### config.mk
export PLATFORM = sky130hd
export DESIGN_NAME = ahb_apb_bridge_responder_flat
export DESIGN_NICKNAME = d
export VERILOG_FILES = /design/src/rtl/ahb_apb_bridge_responder_if.sv /design/src/rtl/ahb_apb_bridge_responder.sv /design/src/flat_wrapper.sv
export SDC_FILE = /design/constraint.sdc
export NUM_CORES = 1
export LEC_CHECK = 0
export CORE_MARGIN = 4
export CORE_UTILIZATION = 30
export DETAILED_ROUTE_END_ITERATION = 16
export PLACE_DENSITY_LB_ADDON = 0.12
export SYNTH_ARGS = -nofsm -noshare
export SYNTH_HDL_FRONTEND = slang
export SYNTH_SLANG_ARGS = --single-unit
### constraint.sdc
create_clock -name HCLK -period 2.06 [get_ports HCLK]
set_input_delay 0.206 -clock HCLK [delete_from_list [all_inputs] [get_ports HCLK]]
set_output_delay 0.206 -clock HCLK [all_outputs]
set_load 0.01 [all_outputs]
### src/rtl/ahb_apb_bridge_responder_if.sv
// Bus bundle between the AHB master, the bridge responder and the APB peripherals.
// The optional PREADY wire exists only when APB_PREADY_EN is defined.
interface ahb_apb_bridge_responder_if #(
  parameter int ADDR_W  = 32,
  parameter int DATA_W  = 32,
  parameter int NUM_SLV = 4
);
  logic              HSELAPBif;
  logic [1:0]        HTRANs;
  logic              HWRITE;
  logic              HREADYin;
  logic [2:0]        HSIZE;
  logic [ADDR_W-1:0] HADDR;
  logic [DATA_W-1:0] HWDATA;
  logic [DATA_W-1:0] HRDATA;
  logic              HREADYout;
  logic [1:0]        HRESP;
  logic [ADDR_W-1:0] PADDR;
  logic [DATA_W-1:0] PWDATA;
  logic              PWRITE;
  logic [NUM_SLV-1:0] PSELx;
  logic              PENABLE;
  logic [DATA_W-1:0] PRDATA;
`ifdef APB_PREADY_EN
  logic              PREADY;
`endif

  modport slave (
`ifdef APB_PREADY_EN
    input  PREADY,
`endif
    input  HSELAPBif, HTRANs, HWRITE, HREADYin, HSIZE, HADDR, HWDATA, PRDATA,
    output HRDATA, HREADYout, HRESP, PADDR, PWDATA, PWRITE, PSELx, PENABLE
  );

  modport master (
`ifdef APB_PREADY_EN
    output PREADY,
`endif
    output HSELAPBif, HTRANs, HWRITE, HREADYin, HSIZE, HADDR, HWDATA, PRDATA,
    input  HRDATA, HREADYout, HRESP, PADDR, PWDATA, PWRITE, PSELx, PENABLE
  );
endinterface

### src/rtl/ahb_apb_bridge_responder.sv
// AHB slave side of an AHB-to-APB bridge: one APB SETUP/ENABLE access per accepted AHB transfer.
// Optional feature macro: APB_PREADY_EN (ENABLE waits for PREADY from the peripheral).
module ahb_apb_bridge_responder #(
  parameter int ADDR_W  = 32,
  parameter int DATA_W  = 32,
  parameter int NUM_SLV = 4,
  parameter int SEL_LSB = 28
) (
  input  logic       HCLK,
  input  logic       HRESET,
  ahb_apb_bridge_responder_if.slave bus,
  output logic [2:0] dbg_state
);
  localparam int SEL_W = (NUM_SLV > 1) ? $clog2(NUM_SLV) : 1;
  localparam logic [1:0] RESP_OKAY  = 2'b00;
  localparam logic [1:0] RESP_ERROR = 2'b01;
  localparam logic [1:0] TR_NONSEQ  = 2'b10;
  localparam logic [1:0] TR_SEQ     = 2'b11;

  typedef enum logic [2:0] {
    S_IDLE   = 3'd0,
    S_WAIT   = 3'd1,
    S_SETUP  = 3'd2,
    S_ENABLE = 3'd3,
    S_DONE   = 3'd4,
    S_ERR1   = 3'd5,
    S_ERR2   = 3'd6
  } state_t;

  state_t              state;
  logic [ADDR_W-1:0]   addr_q;
  logic                write_q;
  logic [SEL_W-1:0]    idx_q;
  logic [DATA_W-1:0]   hrdata_q;
  logic                hready_q;
  logic [1:0]          hresp_q;
  logic [ADDR_W-1:0]   paddr_q;
  logic [DATA_W-1:0]   pwdata_q;
  logic                pwrite_q;
  logic [NUM_SLV-1:0]  psel_q;
  logic                penable_q;

  // Handshake: an address phase is accepted when valid is high at a posedge while
  // HREADYout is high (IDLE, DONE or ERR2); HREADYout low stretches the data phase.
  logic                valid;
  logic [ADDR_W-1:0]   sel_field;
  logic                bad_xfer;

  assign valid     = bus.HSELAPBif && bus.HREADYin &&
                     ((bus.HTRANs == TR_NONSEQ) || (bus.HTRANs == TR_SEQ));
  // Every address bit from SEL_LSB upward belongs to the slave number, so decodes
  // beyond the last peripheral (e.g. 0x5000_0000) are answered with ERROR.
  assign sel_field = bus.HADDR >> SEL_LSB;
  assign bad_xfer  = (sel_field >= ADDR_W'(NUM_SLV)) || (bus.HSIZE > 3'b010);

  always_ff @(posedge HCLK) begin
    if (HRESET) begin
      state     <= S_IDLE;
      addr_q    <= '0;
      write_q   <= 1'b0;
      idx_q     <= '0;
      hrdata_q  <= '0;
      hready_q  <= 1'b1;
      hresp_q   <= RESP_OKAY;
      paddr_q   <= '0;
      pwdata_q  <= '0;
      pwrite_q  <= 1'b0;
      psel_q    <= '0;
      penable_q <= 1'b0;
    end else begin
      case (state)
        S_IDLE, S_DONE, S_ERR2: begin
          if (valid) begin
            addr_q   <= bus.HADDR;
            write_q  <= bus.HWRITE;
            idx_q    <= sel_field[SEL_W-1:0];
            hready_q <= 1'b0;
            if (bad_xfer) begin
              state   <= S_ERR1;
              hresp_q <= RESP_ERROR;
            end else begin
              state   <= S_WAIT;
              hresp_q <= RESP_OKAY;
            end
          end else begin
            state    <= S_IDLE;
            hready_q <= 1'b1;
            hresp_q  <= RESP_OKAY;
          end
        end

        S_WAIT: begin
          state     <= S_SETUP;
          paddr_q   <= addr_q;
          pwrite_q  <= write_q;
          if (write_q) begin
            pwdata_q <= bus.HWDATA;
          end
          psel_q    <= NUM_SLV'(1) << idx_q;
          penable_q <= 1'b0;
        end

        S_SETUP: begin
          state     <= S_ENABLE;
          penable_q <= 1'b1;
        end

        S_ENABLE: begin
`ifdef APB_PREADY_EN
          if (bus.PREADY) begin
`else
          begin
`endif
            state     <= S_DONE;
            if (!write_q) begin
              hrdata_q <= bus.PRDATA;
            end
            psel_q    <= '0;
            penable_q <= 1'b0;
            hready_q  <= 1'b1;
            hresp_q   <= RESP_OKAY;
          end
        end

        S_ERR1: begin
          state    <= S_ERR2;
          hready_q <= 1'b1;
          hresp_q  <= RESP_ERROR;
        end

        default: begin
          state     <= S_IDLE;
          hready_q  <= 1'b1;
          hresp_q   <= RESP_OKAY;
          psel_q    <= '0;
          penable_q <= 1'b0;
        end
      endcase
    end
  end

  assign bus.HRDATA    = hrdata_q;
  assign bus.HREADYout = hready_q;
  assign bus.HRESP     = hresp_q;
  assign bus.PADDR     = paddr_q;
  assign bus.PWDATA    = pwdata_q;
  assign bus.PWRITE    = pwrite_q;
  assign bus.PSELx     = psel_q;
  assign bus.PENABLE   = penable_q;
  assign dbg_state     = state;

endmodule

### src/flat_wrapper.sv
// flat-port wrapper written by rule: the top's interface ports become plain ports
module ahb_apb_bridge_responder_flat 
#(
  parameter int ADDR_W  = 32,
  parameter int DATA_W  = 32,
  parameter int NUM_SLV = 4,
  parameter int SEL_LSB = 28
)
  (HCLK, HRESET, dbg_state, bus_HSELAPBif, bus_HTRANs, bus_HWRITE, bus_HREADYin, bus_HSIZE, bus_HADDR, bus_HWDATA, bus_PRDATA, bus_HRDATA, bus_HREADYout, bus_HRESP, bus_PADDR, bus_PWDATA, bus_PWRITE, bus_PSELx, bus_PENABLE);
  ahb_apb_bridge_responder_if #(.ADDR_W(ADDR_W), .DATA_W(DATA_W), .NUM_SLV(NUM_SLV)) bus_i ();
  input  logic HCLK;
  input  logic HRESET;
  output logic [2:0] dbg_state;
  input wire logic [$bits(bus_i.HSELAPBif)-1:0] bus_HSELAPBif;
  input wire logic [$bits(bus_i.HTRANs)-1:0] bus_HTRANs;
  input wire logic [$bits(bus_i.HWRITE)-1:0] bus_HWRITE;
  input wire logic [$bits(bus_i.HREADYin)-1:0] bus_HREADYin;
  input wire logic [$bits(bus_i.HSIZE)-1:0] bus_HSIZE;
  input wire logic [$bits(bus_i.HADDR)-1:0] bus_HADDR;
  input wire logic [$bits(bus_i.HWDATA)-1:0] bus_HWDATA;
  input wire logic [$bits(bus_i.PRDATA)-1:0] bus_PRDATA;
  output wire logic [$bits(bus_i.HRDATA)-1:0] bus_HRDATA;
  output wire logic [$bits(bus_i.HREADYout)-1:0] bus_HREADYout;
  output wire logic [$bits(bus_i.HRESP)-1:0] bus_HRESP;
  output wire logic [$bits(bus_i.PADDR)-1:0] bus_PADDR;
  output wire logic [$bits(bus_i.PWDATA)-1:0] bus_PWDATA;
  output wire logic [$bits(bus_i.PWRITE)-1:0] bus_PWRITE;
  output wire logic [$bits(bus_i.PSELx)-1:0] bus_PSELx;
  output wire logic [$bits(bus_i.PENABLE)-1:0] bus_PENABLE;
  assign bus_i.HSELAPBif = bus_HSELAPBif;
  assign bus_i.HTRANs = bus_HTRANs;
  assign bus_i.HWRITE = bus_HWRITE;
  assign bus_i.HREADYin = bus_HREADYin;
  assign bus_i.HSIZE = bus_HSIZE;
  assign bus_i.HADDR = bus_HADDR;
  assign bus_i.HWDATA = bus_HWDATA;
  assign bus_i.PRDATA = bus_PRDATA;
  assign bus_HRDATA = bus_i.HRDATA;
  assign bus_HREADYout = bus_i.HREADYout;
  assign bus_HRESP = bus_i.HRESP;
  assign bus_PADDR = bus_i.PADDR;
  assign bus_PWDATA = bus_i.PWDATA;
  assign bus_PWRITE = bus_i.PWRITE;
  assign bus_PSELx = bus_i.PSELx;
  assign bus_PENABLE = bus_i.PENABLE;
  ahb_apb_bridge_responder #(.ADDR_W(ADDR_W), .DATA_W(DATA_W), .NUM_SLV(NUM_SLV), .SEL_LSB(SEL_LSB)) u_core (.HCLK(HCLK), .HRESET(HRESET), .bus(bus_i), .dbg_state(dbg_state));
endmodule
# Yosys cells after proc, flatten, opt, wreduce, memory -nomap -nowiden
# Index checks and enable logic that the tools add are counted.
# W data, S select, Z words.
# op_classes
order_cmp,2
eq_ne,8
n_shift,1
n_mux,10
n_bitwise,1
n_reduce_logical,12
# ops
operator,count
$pmux W3 S5,1
$eq A3 B3 Y1 const B,3
$pmux W4 S2,1
$eq A3 B2 Y1 const B,2
$mux W3,2
$pmux W2 S3,1
$reduce_and A2 Y1,3
$reduce_or A5 Y1,1
$eq A2 B2 Y1 const B,2
$ge A4 B3 Y1 const B,1
$pmux W1 S2,2
$reduce_or A4 Y1,1
$shl A1 B2 Y4 const A,1
$eq A3 B1 Y1 const B,1
$gt A3 B2 Y1 const B,1
$logic_not A3 Y1,1
$mux W1,3
$reduce_or A3 Y1,1
$logic_and A1 B1 Y1,2
$logic_or A1 B1 Y1,2
$reduce_or A2 Y1,1
$not A1 Y1,1
# word_totals
ff_bits,143
input_bits,106
output_inout_bits,108
wordCells,46

# Longest topological paths before layout
# logic_depth
depth_word,5
ltp_mapped,6
mapped_depth_nobuf,3

# Worst setup path after synthesis
# Ideal clock, no wire load.
# synth_path
path_kind,register -> register
from,"register u_core.state[1], in the netlist u_core.dbg_state[1]"
to,"register u_core.pwrite_q, in the netlist u_core.bus.PWRITE"
setup_ps,128
arrival_time_ps,1358
required_ps,1932
slack_ps,575
stages_incl_launch_ff,7
path_buffers,3
synth_period_minus_slack_ps,1485
path_cell_list,dfxtp_1 buf_4 or3b_1 buf_2 clkbuf_1 a21oi_1 nor2_1
# synth_via
elab_chain_len,1
# synth_lines
item,line_no,text
start: declaration,ahb_apb_bridge_responder.sv:30,state_t state;
start signal: assignment,ahb_apb_bridge_responder.sv:58,state <= S_IDLE;
start signal: assignment,ahb_apb_bridge_responder.sv:79,state <= S_ERR1;
start signal: assignment,ahb_apb_bridge_responder.sv:82,state <= S_WAIT;
$eq A3 B1 Y1,ahb_apb_bridge_responder.sv:71,case (state)
end signal: assignment,ahb_apb_bridge_responder.sv:95,pwrite_q <= write_q;
end: declaration,ahb_apb_bridge_responder.sv:39,logic pwrite_q;
# No other way between the ends.
# A chain may end at the register's enable or synchronous reset.

# Worst setup path in the final report
# layout_path
from,"register u_core.state[1], in the netlist u_core.dbg_state[1]"
to,output port dbg_state[1]
# layout_lines
item,line_no,text
end: declaration,flat_wrapper.sv:13,output logic [2:0] dbg_state;
# No word-level cell between the ends.

==> results.md <==
- Initial antenna violation count: 0
- Vias in the first global route: 4830
- Fillers: 1637
- Clk sinks: 140
- Die area: 19800 um2
- CTS buffer count: 17
- Port-buffer cells: 211
- PwrDens: 787 nW/um2
- Overflow after GRT: 0
- Layout area overhead: 55.4%
- Arr. time, crit path: 1740 ps
- Routed len/inst: 14.5 um
- Ys Warns: 0
- Setup bufs post-CTS: 0
- CTS clk-pin slew, worst paths: 60 ps
- Largest cells by area after synthesis: dfxtp_1 53%, nand2_1 14%, a21oi_1 9.9%
- CP peak stage delay: 670 ps
- Cell count after synthesis: 622
- Die H: 141 um
- Post-synth top area share: 53.1%
- Fin crit share: 94.3%
- Simple-gate share of the synthesized area: 24.5%
- Synth Net Count: 728
- Crit Reg-Reg Startpoint: u_core.dbg_state[2]
- Synth unique cells: 30
- Via-per-instance ratio: 4.49
- # resized after CTS: 0
- DR pass1 iterations: 4
- Clock Path Buffers: 2
- Count leader, synth: nand2_1
- Initial Util: 30.6%
- Max-Cap Viols: 0
- DIE WIDTH: 141 um
- Row Count: 48
- I/O pins: 214
- Setup TNS: 0 ps
- Synth Flop Type: dfxtp_1
- Worst slew pin tran: 538 ps
- Root buf cell: clkbuf_16
- Fin nets: 922
- CTS HTree Levels: 4
- RSZ-0062 raised after global routing: no
- Max-slew violations: 0
- First-pass GRT wire length: 24300 um
- Worst vdd ir: 0.554 mV
- Mean Syn Cell Area: 8.48 um2
- DR vias: 4728
- Post-synth top area cell: dfxtp_1
- Asr flop ratio synth: 0%
- Ant diodes: 0
- FF-to-FF End: u_core.addr_q[22]
- CP delay by family, top: buffers and inverters
- Min cycle time layout: 1940 ps
- Worst EP required: 1850 ps
- Reg2reg setup slack: 350 ps
- CTS tree: done
- DRC viols: 0
- Crit-path cells: clkdlybuf4s50_1
- DR iter-0 viols: 161
- Final Hold Vio Count: 0
- XOR/XNOR Fraction of Synth Area: 0.166%
- GRT Total Usage: 15.3%
- Leakage: 0.00275 uW
- Nature of the critical path endpoint: output port
- Stages on the worst setup path: 1
- Post-DRT Antenna Nets: 0
- Main combinational cell family by area after synthesis: simple AND/OR/NAND/NOR gates
- Max Clock Freq: 515 MHz
- Worst Reg-to-Reg Cells: 4
- Status: completed
- Worst Setup EP: dbg_state[1]
- Critical Path Source Type: flop
- Worst hold path type: in -> reg
- Top post-synthesis cells by count: 193 x nand2_1, 140 x dfxtp_1, 104 x a21oi_1
- Crit path max-delay cell type: clkdlybuf4s50_1
- Critical path launch point: u_core.dbg_state[1]
- Compound-Gate Fraction of Synth Area: 11.0%
- Sequential area share after synthesis: 53.1%
- Core ar.: 17200 um2
- Layout cells sized above 1: 6.03%
- Crit path kind: reg -> out
- DPL Wire Length: 10700 um
- CTS Hold Bufs: 0
- Final worst slack: 118 ps
- Buf/Inv on CP: 1
- Routability cong.: 0.761
- Pre-CTS setup slack: 326 ps
- Routed wire length: 15200 um
- Clk Latency, worst-skew pair: 410 ps
- Critical path fanouts, max: 13
- Number of enable flip-flop cells after synthesis: 0
- Rel. slew slack: 64.1%
- # setup viols final: 0
- Cell Area, Synth: 5280 um2
- Pin count of the biggest net entering global routing: 60
- Mux contribution to synthesized area: 6.26%
- Clk_skew: 6.93 ps
- Synth Area in Adders: 0.190%
- Number of synthesized register bits: 140
==> power by group <==
group          switching (uW)  total [uW]  internal, uW
clock                    1150        3200          2050
combinational             182         471           289
sequential               33.3        2780          2750
total                    1360        6450          5090
==> state kept, by name (all words and copies together) (netlist names) <==
register / cells
u_core.bus.PENABLE: 1
u_core.bus.HRDATA: 32
u_core.bus.PWRITE: 1
u_core.write_q: 1
u_core.bus.HRESP: 1
u_core.bus.HREADYout: 1
u_core.bus.PADDR: 32
u_core.bus.PSELx: 4
u_core.dbg_state: 3
u_core.bus.PWDATA: 32
u_core.addr_q: 32
==> kinds of logic (layout without fill, tap and decap cells) <==
kind of cell               count (synthesis)  count (layout)
and+or+nand+nor                          281             281
DFF                                      140             140
buffers and inverters                     51             258
AOI/OAI and AO/OA                        114             114
xor gates and xnor gates                   1               1
other                                      1               1
muxes                                     33              33
adders and majority gates                  1               1
==> worst min-delay path by stage <==
stage | from | end | slack [ps] | cells past startpoint
after global placement | u_core.addr_q[14] | u_core.bus.PADDR[14] | 440 | 2
final | HRESET | u_core.bus.PADDR[6] | 260 | 2
after global routing | HRESET | u_core.bus.HRDATA[13] | 290 | 2
after CTS | HRESET | u_core.bus.PADDR[6] | 250 | 2
after detailed placement | u_core.addr_q[16] | u_core.bus.PADDR[16] | 440 | 2
after floorplan | bus_PRDATA[0] | u_core.bus.HRDATA[0] | 340 | 2
==> layer usage <==
layer  up-vias  share of wire [%]  global-route usage (%)
met5         -                  0                       0
met4         0                1.6                    6.43
met3        21                6.9                    4.61
met2       148                 48                    25.9
met1      2153                 43                    18.1
li1       2406                  -                       -
==> layout by cell type, fill, tap and decap left out, types with 2 or more instances in the layout <==
| cell | instances |
|---|---|
| nor2_1 | 3 |
| clkdlybuf4s50_1 | 210 |
| mux2i_1 | 33 |
| buf_4 | 13 |
| o21ai_0 | 6 |
| nand4bb_1 | 2 |
| clkinv_4 | 2 |
| nor3_1 | 2 |
| clkbuf_16 | 17 |
| nor2b_1 | 3 |
| buf_12 | 2 |
| clkinv_2 | 5 |
| nand3_1 | 2 |
| a21oi_1 | 104 |
| dfxtp_1 | 140 |
| nand2_1 | 193 |
| nand2b_1 | 67 |
| bufinv_16 | 4 |
| nand3b_1 | 2 |
| clkbuf_1 | 2 |
==> cell type report <==
cell class,instances,area [um2],share of cell area [%]
flip-flops and latches,140,2800,34.2
multi-input cells,431,2250,27.5
repair buffers,225,2240,27.3
clock buffers,20,447,5.45
well taps,225,282,3.43
clock inverters,12,170,2.08
inverters,1,3.75,0.0458
==> per-stage QoR <==
| stage | total power [uW] | hold WS [ps] | utilization, % | cell area [um2] | std cells |
|---|---|---|---|---|---|
| after floorplan | 3030 | 342 | - | 5280 | 622 |
| after global placement | 3310 | 438 | 44.0 | 7580 | 1022 |
| after detailed placement | 3320 | 442 | 44.0 | 7580 | 1022 |
| after CTS | 6550 | 254 | 47.6 | 8200 | 1054 |
| after global routing | 6700 | 287 | 47.6 | 8200 | 1054 |
| final | 6450 | 259 | 47.6 | 8200 | 1054 |
(Power assumes the default switching activity.)
